--- src/rtl/lsq_param.sv ---
// lsq_param: parametrised load/store queue with in-order memory issue, commit-gated stores
// and optional store-to-load forwarding (compile with `define LSQ_FORWARD_EN to enable).
`timescale 1ns/1ps
module lsq_param #(
   parameter int DEPTH  = 16,
   parameter int ROB_W  = 4,
   parameter int DATA_W = 32
) (
   input  logic              clk,
   input  logic              rst_n,
   input  logic              in_rollback,
   input  logic              in_enq,
   input  logic [ROB_W-1:0]  in_enq_tag,
   input  logic              in_enq_store,
   input  logic [2:0]        in_enq_funct3,
   input  logic [ROB_W-1:0]  in_agu_tag,
   input  logic [DATA_W-1:0] in_agu_addr,
   input  logic [DATA_W-1:0] in_agu_data,
   input  logic [ROB_W-1:0]  in_commit_tag,
   output logic              out_full,
   output logic [DATA_W-1:0] out_result,
   output logic [ROB_W-1:0]  out_rob_tag,
   output logic              out_mem_ena,
   output logic              out_mem_iswrite,
   output logic [DATA_W-1:0] out_mem_addr,
   output logic [DATA_W-1:0] out_mem_wdata,
   output logic [2:0]        out_mem_size,
   input  logic              in_mem_ready,
   input  logic [DATA_W-1:0] in_mem_rdata
);
   localparam int AW = $clog2(DEPTH);
   typedef enum logic [1:0] {IDLE, WAIT_ST, WAIT_LD} state_t;

   function automatic logic [2:0] size_of(input logic [2:0] f3);
      case (f3[1:0])
         2'b00:   return 3'd1;
         2'b01:   return 3'd2;
         default: return 3'd4;
      endcase
   endfunction

   function automatic logic [DATA_W-1:0] extend(input logic [2:0] f3, input logic [DATA_W-1:0] d);
      case (f3)
         3'b000:  return {{(DATA_W-8){d[7]}}, d[7:0]};
         3'b001:  return {{(DATA_W-16){d[15]}}, d[15:0]};
         3'b100:  return {{(DATA_W-8){1'b0}}, d[7:0]};
         3'b101:  return {{(DATA_W-16){1'b0}}, d[15:0]};
         default: return d;
      endcase
   endfunction

   logic [ROB_W-1:0]  e_tag  [DEPTH];
   logic [2:0]        e_f3   [DEPTH];
   logic [DATA_W-1:0] e_addr [DEPTH];
   logic [DATA_W-1:0] e_data [DEPTH];
   logic [DEPTH-1:0]  e_store, e_vld, e_cmt, e_done;

   logic [AW-1:0]     head, tail;
   logic [AW:0]       count;
   state_t            state;
   logic [ROB_W-1:0]  lat_tag;
   logic [2:0]        lat_f3;

   logic              enq_ok, mem_res, h_agu, h_cmt, head_vld, head_commit;
   logic              deq_done, do_issue, deq;
   logic [DATA_W-1:0] head_addr, head_data;
   logic              rb_found;
   logic [AW:0]       rb_len;
   logic              fwd_hit;
   logic [AW-1:0]     fwd_idx;
   logic [DATA_W-1:0] fwd_data;

   assign out_full = (count == (AW+1)'(DEPTH));
   assign enq_ok   = in_enq && !out_full && !in_rollback;
   assign mem_res  = (state == WAIT_LD) && in_mem_ready;

   // Head issue decision sees same-cycle AGU/commit broadcasts so the request leaves next edge.
   always_comb begin
      h_agu       = (in_agu_tag != '0) && (in_agu_tag == e_tag[head]);
      h_cmt       = (in_commit_tag != '0) && (in_commit_tag == e_tag[head]);
      head_vld    = e_vld[head] | h_agu;
      head_commit = e_cmt[head] | h_cmt;
      head_addr   = h_agu ? in_agu_addr : e_addr[head];
      head_data   = h_agu ? in_agu_data : e_data[head];
      deq_done    = !in_rollback && (state == IDLE) && (count != '0) && e_done[head];
      do_issue    = !in_rollback && (state == IDLE) && (count != '0) && !e_done[head] &&
                    head_vld && (!e_store[head] || head_commit);
      deq         = deq_done | do_issue;
   end

   // Rollback keeps everything up to and including the youngest committed store.
   always_comb begin
      rb_found = 1'b0;
      rb_len   = '0;
      for (int k = 0; k < DEPTH; k++) begin
         if (((AW+1)'(k) < count) && e_store[head + AW'(k)] && e_cmt[head + AW'(k)]) begin
            rb_found = 1'b1;
            rb_len   = (AW+1)'(k + 1);
         end
      end
   end

`ifdef LSQ_FORWARD_EN
   logic          older_st;
   logic [AW-1:0] cur, prv;
   // Only the first load behind a run of valid stores can qualify, so the oldest wins naturally.
   always_comb begin
      fwd_hit  = 1'b0;
      fwd_idx  = '0;
      fwd_data = '0;
      older_st = 1'b1;
      cur      = '0;
      prv      = '0;
      for (int k = 0; k < DEPTH; k++) begin
         if ((AW+1)'(k) < count) begin
            cur = head + AW'(k);
            prv = cur - AW'(1);
            if (k > 0 && older_st && !fwd_hit && !e_store[cur] && e_vld[cur] && !e_done[cur] &&
                (e_addr[prv] == e_addr[cur]) && (size_of(e_f3[prv]) >= size_of(e_f3[cur]))) begin
               fwd_hit  = 1'b1;
               fwd_idx  = cur;
               fwd_data = extend(e_f3[cur], e_data[prv]);
            end
            older_st = older_st & e_store[cur] & e_vld[cur];
         end
      end
   end
`else
   assign fwd_hit  = 1'b0;
   assign fwd_idx  = '0;
   assign fwd_data = '0;
`endif

   always_ff @(posedge clk) begin
      if (!in_rollback) begin
         for (int i = 0; i < DEPTH; i++) begin
            if ((in_agu_tag != '0) && (in_agu_tag == e_tag[i])) begin
               e_addr[i] <= in_agu_addr;
               e_data[i] <= in_agu_data;
            end
         end
         if (enq_ok) begin
            e_tag[tail]   <= in_enq_tag;
            e_store[tail] <= in_enq_store;
            e_f3[tail]    <= in_enq_funct3;
         end
      end
   end

   always_ff @(posedge clk or negedge rst_n) begin
      if (!rst_n) begin
         head            <= '0;
         tail            <= '0;
         count           <= '0;
         state           <= IDLE;
         e_vld           <= '0;
         e_cmt           <= '0;
         e_done          <= '0;
         lat_tag         <= '0;
         lat_f3          <= '0;
         out_mem_ena     <= 1'b0;
         out_mem_iswrite <= 1'b0;
         out_mem_addr    <= '0;
         out_mem_wdata   <= '0;
         out_mem_size    <= '0;
         out_rob_tag     <= '0;
         out_result      <= '0;
      end else begin
         out_mem_ena <= 1'b0;
         out_rob_tag <= '0;
         out_result  <= '0;
         if (in_rollback) begin
            if (rb_found) begin
               tail  <= head + rb_len[AW-1:0];
               count <= rb_len;
            end else begin
               head  <= '0;
               tail  <= '0;
               count <= '0;
            end
            if (state == WAIT_LD || (state == WAIT_ST && in_mem_ready)) state <= IDLE;
         end else begin
            for (int i = 0; i < DEPTH; i++) begin
               if ((in_agu_tag != '0) && (in_agu_tag == e_tag[i]))       e_vld[i] <= 1'b1;
               if ((in_commit_tag != '0) && (in_commit_tag == e_tag[i])) e_cmt[i] <= 1'b1;
            end
            if (enq_ok) begin
               e_vld[tail]  <= 1'b0;
               e_cmt[tail]  <= 1'b0;
               e_done[tail] <= 1'b0;
               tail         <= tail + AW'(1);
            end
            if (fwd_hit && !mem_res) begin
               e_done[fwd_idx] <= 1'b1;
               out_rob_tag     <= e_tag[fwd_idx];
               out_result      <= fwd_data;
            end
            case (state)
               IDLE: if (do_issue) begin
                  out_mem_ena     <= 1'b1;
                  out_mem_iswrite <= e_store[head];
                  out_mem_addr    <= head_addr;
                  out_mem_wdata   <= head_data;
                  out_mem_size    <= size_of(e_f3[head]);
                  lat_tag         <= e_tag[head];
                  lat_f3          <= e_f3[head];
                  state           <= e_store[head] ? WAIT_ST : WAIT_LD;
               end
               WAIT_ST: if (in_mem_ready) state <= IDLE;
               WAIT_LD: if (in_mem_ready) begin
                  state       <= IDLE;
                  out_rob_tag <= lat_tag;
                  out_result  <= extend(lat_f3, in_mem_rdata);
               end
               default: state <= IDLE;
            endcase
            if (deq) head <= head + AW'(1);
            count <= count + (AW+1)'(enq_ok) - (AW+1)'(deq);
         end
      end
   end
endmodule

--- config.mk ---
export PLATFORM = sky130hd
export DESIGN_NAME = lsq_param
export DESIGN_NICKNAME = d
export VERILOG_FILES = /design/src/rtl/lsq_param.sv
export SDC_FILE = /design/constraint.sdc
export NUM_CORES = 2
export LEC_CHECK = 0
export CAP_MARGIN = 0
export CORE_MARGIN = 2
export CORE_UTILIZATION = 60
export DETAILED_ROUTE_END_ITERATION = 6
export PLACE_DENSITY = 0.83
export SKIP_LAST_GASP = 1
export SLEW_MARGIN = 10
export SYNTH_ARGS = -nofsm -noshare
export SYNTH_HDL_FRONTEND = slang
export SYNTH_SLANG_ARGS = --single-unit
--- constraint.sdc ---
create_clock -name clk -period 7.15 [get_ports clk]
set_input_delay 1.43 -clock clk [delete_from_list [all_inputs] [get_ports clk]]
set_output_delay 1.43 -clock clk [all_outputs]
set_load 0.02 [all_outputs]
==> run_results.csv <==
group,metric,value,unit
status,status,"complete, no violations",
yosys,postSynth.asyncResetShare,0.132,
critical_path,worstSetupPathDepth,10,
placement,preCtsSetupSlack,1650,ps
power,switchingPower,7.05,mW
critical_path,critical_path_arrival,6200,ps
critical_path,cpMostUsedCell,"sky130_fd_sc_hd__buf_4",
timing,period_share,0.780,
global_routing,global_route_wire_length_before_repair,212,mm
drt,drt-wirelength-per-cell,33.5,microns
placement,place.port_buffers,222,
global_routing,grt_use_total,0.319,
clocking,worst_skew_pair.late_latency,750,ps
drt,route.antenna.remaining_nets,0,
power,switching_share,0.304,
placement,dp_hpwl,75.3,mm
yosys,number_of_synthesized_flops_with_an_enable_pin,1152,
die,core_area,89700,sq um
clocking,cts.root.buffer_cell,"sky130_fd_sc_hd__clkbuf_16",
die,floorplan.rows,110,
yosys,syn_inst,2754,
power,power.density_cell_area,371,nW/um^2
drt,drt_first_iter_violations,3899,
timing,setup_total_negative_slack,0,ps
critical_path,chain_of_cells_forming_the_critical_path,"buf_4, mux4_2, a22oi_1, nand2_1, xor2_1, a211oi_4, buf_4, buf_4, mux2i_1, o21ai_1",
critical_path,worstPathRequired,7770,ps
power,clockPowerShare,0.306,
timing,max-slew-margin-rel,0.262,
critical_path,worstRegToRegCells,10,
critical_path,path_class,"register to register",
clocking,cts.path.max_buffers,3,
critical_path,crit_family,"buffers and inverters",
clocking,clk_pin_slew,60,ps
timing,tightestPinTransition,1100,ps
power,internal-power,16.2,mW
clocking,numCtsBuffers,133,
global_routing,first_global_vias,30872,
drt,remaining_drc_errors,0,
clocking,cts-htree-levels,4,
clocking,ctsHoldBuffers,0,
yosys,postSynthRegisterBits,1327,
timing,final_setup_skew,36.5,ps
yosys,largest_area_contributor_in_the_netlist,"sky130_fd_sc_hd__edfxtp_1",
placement,postPlaceCellArea,58100,sq um
timing,maxClockFrequency,179,MHz
critical_path,endpoint_kind,"register",
die,initial_utilization,0.604,
yosys,netlist.area_leader.share,0.639,
yosys,mappedNetlistArea,54200,sq um
clocking,cts_tree,"built",
critical_path,timing.critical_path.from_type,"register",
power,power_share_of_the_combinational_group,0.289,
yosys,most_used_flip_flop_cell_after_synthesis,"sky130_fd_sc_hd__edfxtp_1",
die,die_x,304,microns
cells_and_area,layout.cells.most_common_list,"sky130_fd_sc_hd__edfxtp_1 (1,152), sky130_fd_sc_hd__mux4_2 (387), sky130_fd_sc_hd__clkdlybuf4s50_1 (221), sky130_fd_sc_hd__dfrtp_1 (172), sky130_fd_sc_hd__clkbuf_16 (138)",
clocking,cts_sinks,1327,
placement,place_congestion,0.867,
yosys,yosys.cell_types.count,72,
critical_path,crit_path_top_delay_cell,"sky130_fd_sc_hd__dfrtp_4",
global_routing,pin_count_of_the_biggest_net_entering_global_routing,126,
yosys,ys.warnings.count,0,
drt,postRouteWirelength,145,mm
global_routing,antenna_found_initial,13,
die,die-height,304,microns
timing,slew_violations,0,
timing,hold_viol_final,0,
critical_path,wp_buf_inv,3,
power,power.ir.vdd_worst,276,uV
cells_and_area,final_area,62600,sq um
cells_and_area,syn_to_final_growth,15.6,%
timing,setup-violations-final,0,
yosys,ys_seq_area_frac,0.720,
cells_and_area,final_layout_size_suffix_gt1_frac,0.222,
die,pin_count,223,
power,power.leakage,20.6,nW
drt,drt_first_pass_iters,5,
cells_and_area,post-route-util,0.698,
cells_and_area,mostFrequentLayoutCell,"sky130_fd_sc_hd__edfxtp_1",
timing,fin_hold_ws,471,ps
job,maxCapViolCount,0,
drt,num_vias,29271,
die,fp.dieArea,92700,sq um
timing,grt_setup_unrepaired,"no",
yosys,synth_fp_nets,2903,
yosys,avgSynthCellArea,19.7,sq um
power,part_of_the_total_power_dissipated_in_sequential_elements,0.405,
timing,post-route-worst-setup-slack,1570,ps
critical_path,critical_path.max_stage_delay,960,ps
clocking,postCtsSetupBuffers,0,
clocking,cts_resized,0,
global_routing,gr-total-overflow,0,
critical_path,crit_path_max_fanout,62,
yosys,ys_top_cells_by_area,"sky130_fd_sc_hd__edfxtp_1 (64%), sky130_fd_sc_hd__mux4_2 (16%), sky130_fd_sc_hd__dfrtp_1 (8.1%)",
drt,route.detailed.vias_per_inst,6.76,
timing,post-route-min-period,5580,ps
hold_path,hold_wc_path_type,"register to register",
cells_and_area,design.final.nets,3181,
hold_path,min_path_cells,2,
## power by group through the flow
stage	registers (mW)	clock network, mW	logic, mW
6_report	9.40	7.12	6.70
5_1_grt	9.45	7.45	7.16
4_1_cts	9.40	7.17	6.72
3_5_place_dp	9.54	0	6.53
3_3_place_gp	9.50	0	6.36
2_1_floorplan	9.52	0	4.60
## per-layer routing
metal / up-vias / global-route usage / share of wire
met4: 4 / 0.144 / 0.045
met1: 15139 / 0.411 / 0.35
met2: 2071 / 0.537 / 0.51
li1: 11686 / - / -
met5: - / 0 / 0.00019
met3: 371 / 0.0581 / 0.094
## sequential cells by signal (all words and copies together) (netlist names)
| register | cells |
|---|---|
| out_mem_ena | 1 |
| head | 4 |
| e_addr | 512 |
| out_mem_iswrite | 1 |
| out_mem_addr | 32 |
| e_store | 16 |
| out_rob_tag | 4 |
| out_mem_size | 3 |
| e_vld | 16 |
| count | 5 |
| tail | 4 |
| e_done | 16 |
| state | 2 |
| e_data | 512 |
| lat_tag | 4 |
| e_tag | 64 |
| e_cmt | 16 |
| out_mem_wdata | 32 |
| lat_f3 | 3 |
| out_result | 32 |
| e_f3 | 48 |
## stage by stage
stage               std cells  power, mW
floorplan                2754       14.1
global placement         4072       15.9
detailed placement       4072       16.1
CTS                      4318       23.3
global route             4329       24.1
finish                   4329       23.2
## area by class of cell
| class | instances | area (sq um) |
|---|---|---|
| Clock inverter | 61 | 703 |
| Sequential cell | 1327 | 39000 |
| Multi-Input combinational cell | 1239 | 14500 |
| Timing Repair Buffer | 288 | 2970 |
| Inverter | 43 | 166 |
| Antenna cell | 10 | 25.0 |
| Fill cell | 5183 | 27100 |
| Tap cell | 1176 | 1470 |
| Clock buffer | 185 | 3780 |
## cells in the mapped netlist (8+ instances only)
library cell	instances
sky130_fd_sc_hd__buf_6	9
sky130_fd_sc_hd__clkbuf_1	80
sky130_fd_sc_hd__xor2_1	74
sky130_fd_sc_hd__mux2_2	15
sky130_fd_sc_hd__edfxtp_1	1152
sky130_fd_sc_hd__nor4_1	18
sky130_fd_sc_hd__nand4_1	21
sky130_fd_sc_hd__inv_1	39
sky130_fd_sc_hd__mux2i_1	71
sky130_fd_sc_hd__and2_1	16
sky130_fd_sc_hd__nand2_1	121
sky130_fd_sc_hd__ha_1	30
sky130_fd_sc_hd__o21a_1	11
sky130_fd_sc_hd__o21ai_0	24
sky130_fd_sc_hd__mux4_2	387
sky130_fd_sc_hd__nor2_1	108
sky130_fd_sc_hd__nor2b_1	24
sky130_fd_sc_hd__nand3_1	21
sky130_fd_sc_hd__dfrtp_1	175
sky130_fd_sc_hd__o2111ai_1	8
sky130_fd_sc_hd__a21oi_1	63
sky130_fd_sc_hd__buf_2	36
sky130_fd_sc_hd__o21ai_1	70
sky130_fd_sc_hd__buf_1	14
sky130_fd_sc_hd__xnor2_1	75
## cell families (layout without fill, tap and decap cells)
logic type	Yosys count	in the layout	synth area share
adders and majority gates	32	32	0.00767
muxes	477	477	0.178
AOI/OAI and AO/OA	222	222	0.0245
other	0	10	0
buffers and inverters	188	577	0.0155
xor gates and xnor gates	149	149	0.0241
and+or+nand+nor	359	359	0.0307
DFF	1327	1327	0.720
## worst reg2reg max path: cells and delay by family, from the launching register on
kind	cells	cell delay (ps)
AND/OR/NAND/NOR	1	160
flip-flops	1	960
multiplexers	2	1020
buffers and inverters	3	2290
XOR/XNOR	1	220
AO/OA/AOI/OAI	3	800
## final timing paths
check	slack [ps]	to	start
setup / recovery	1570	out_mem_addr[13]	head[0]
hold / removal	470	lat_tag[0]	lat_tag[0]
setup reg to reg	1570	out_mem_addr[13]	head[0]
hold reg to reg	470	lat_tag[0]	lat_tag[0]
max in group asynchronous	4870	out_mem_wdata[4]	rst_n
min in group asynchronous	720	e_cmt[0]	rst_n
No activity file was read; power rests on OpenSTA's default activity.
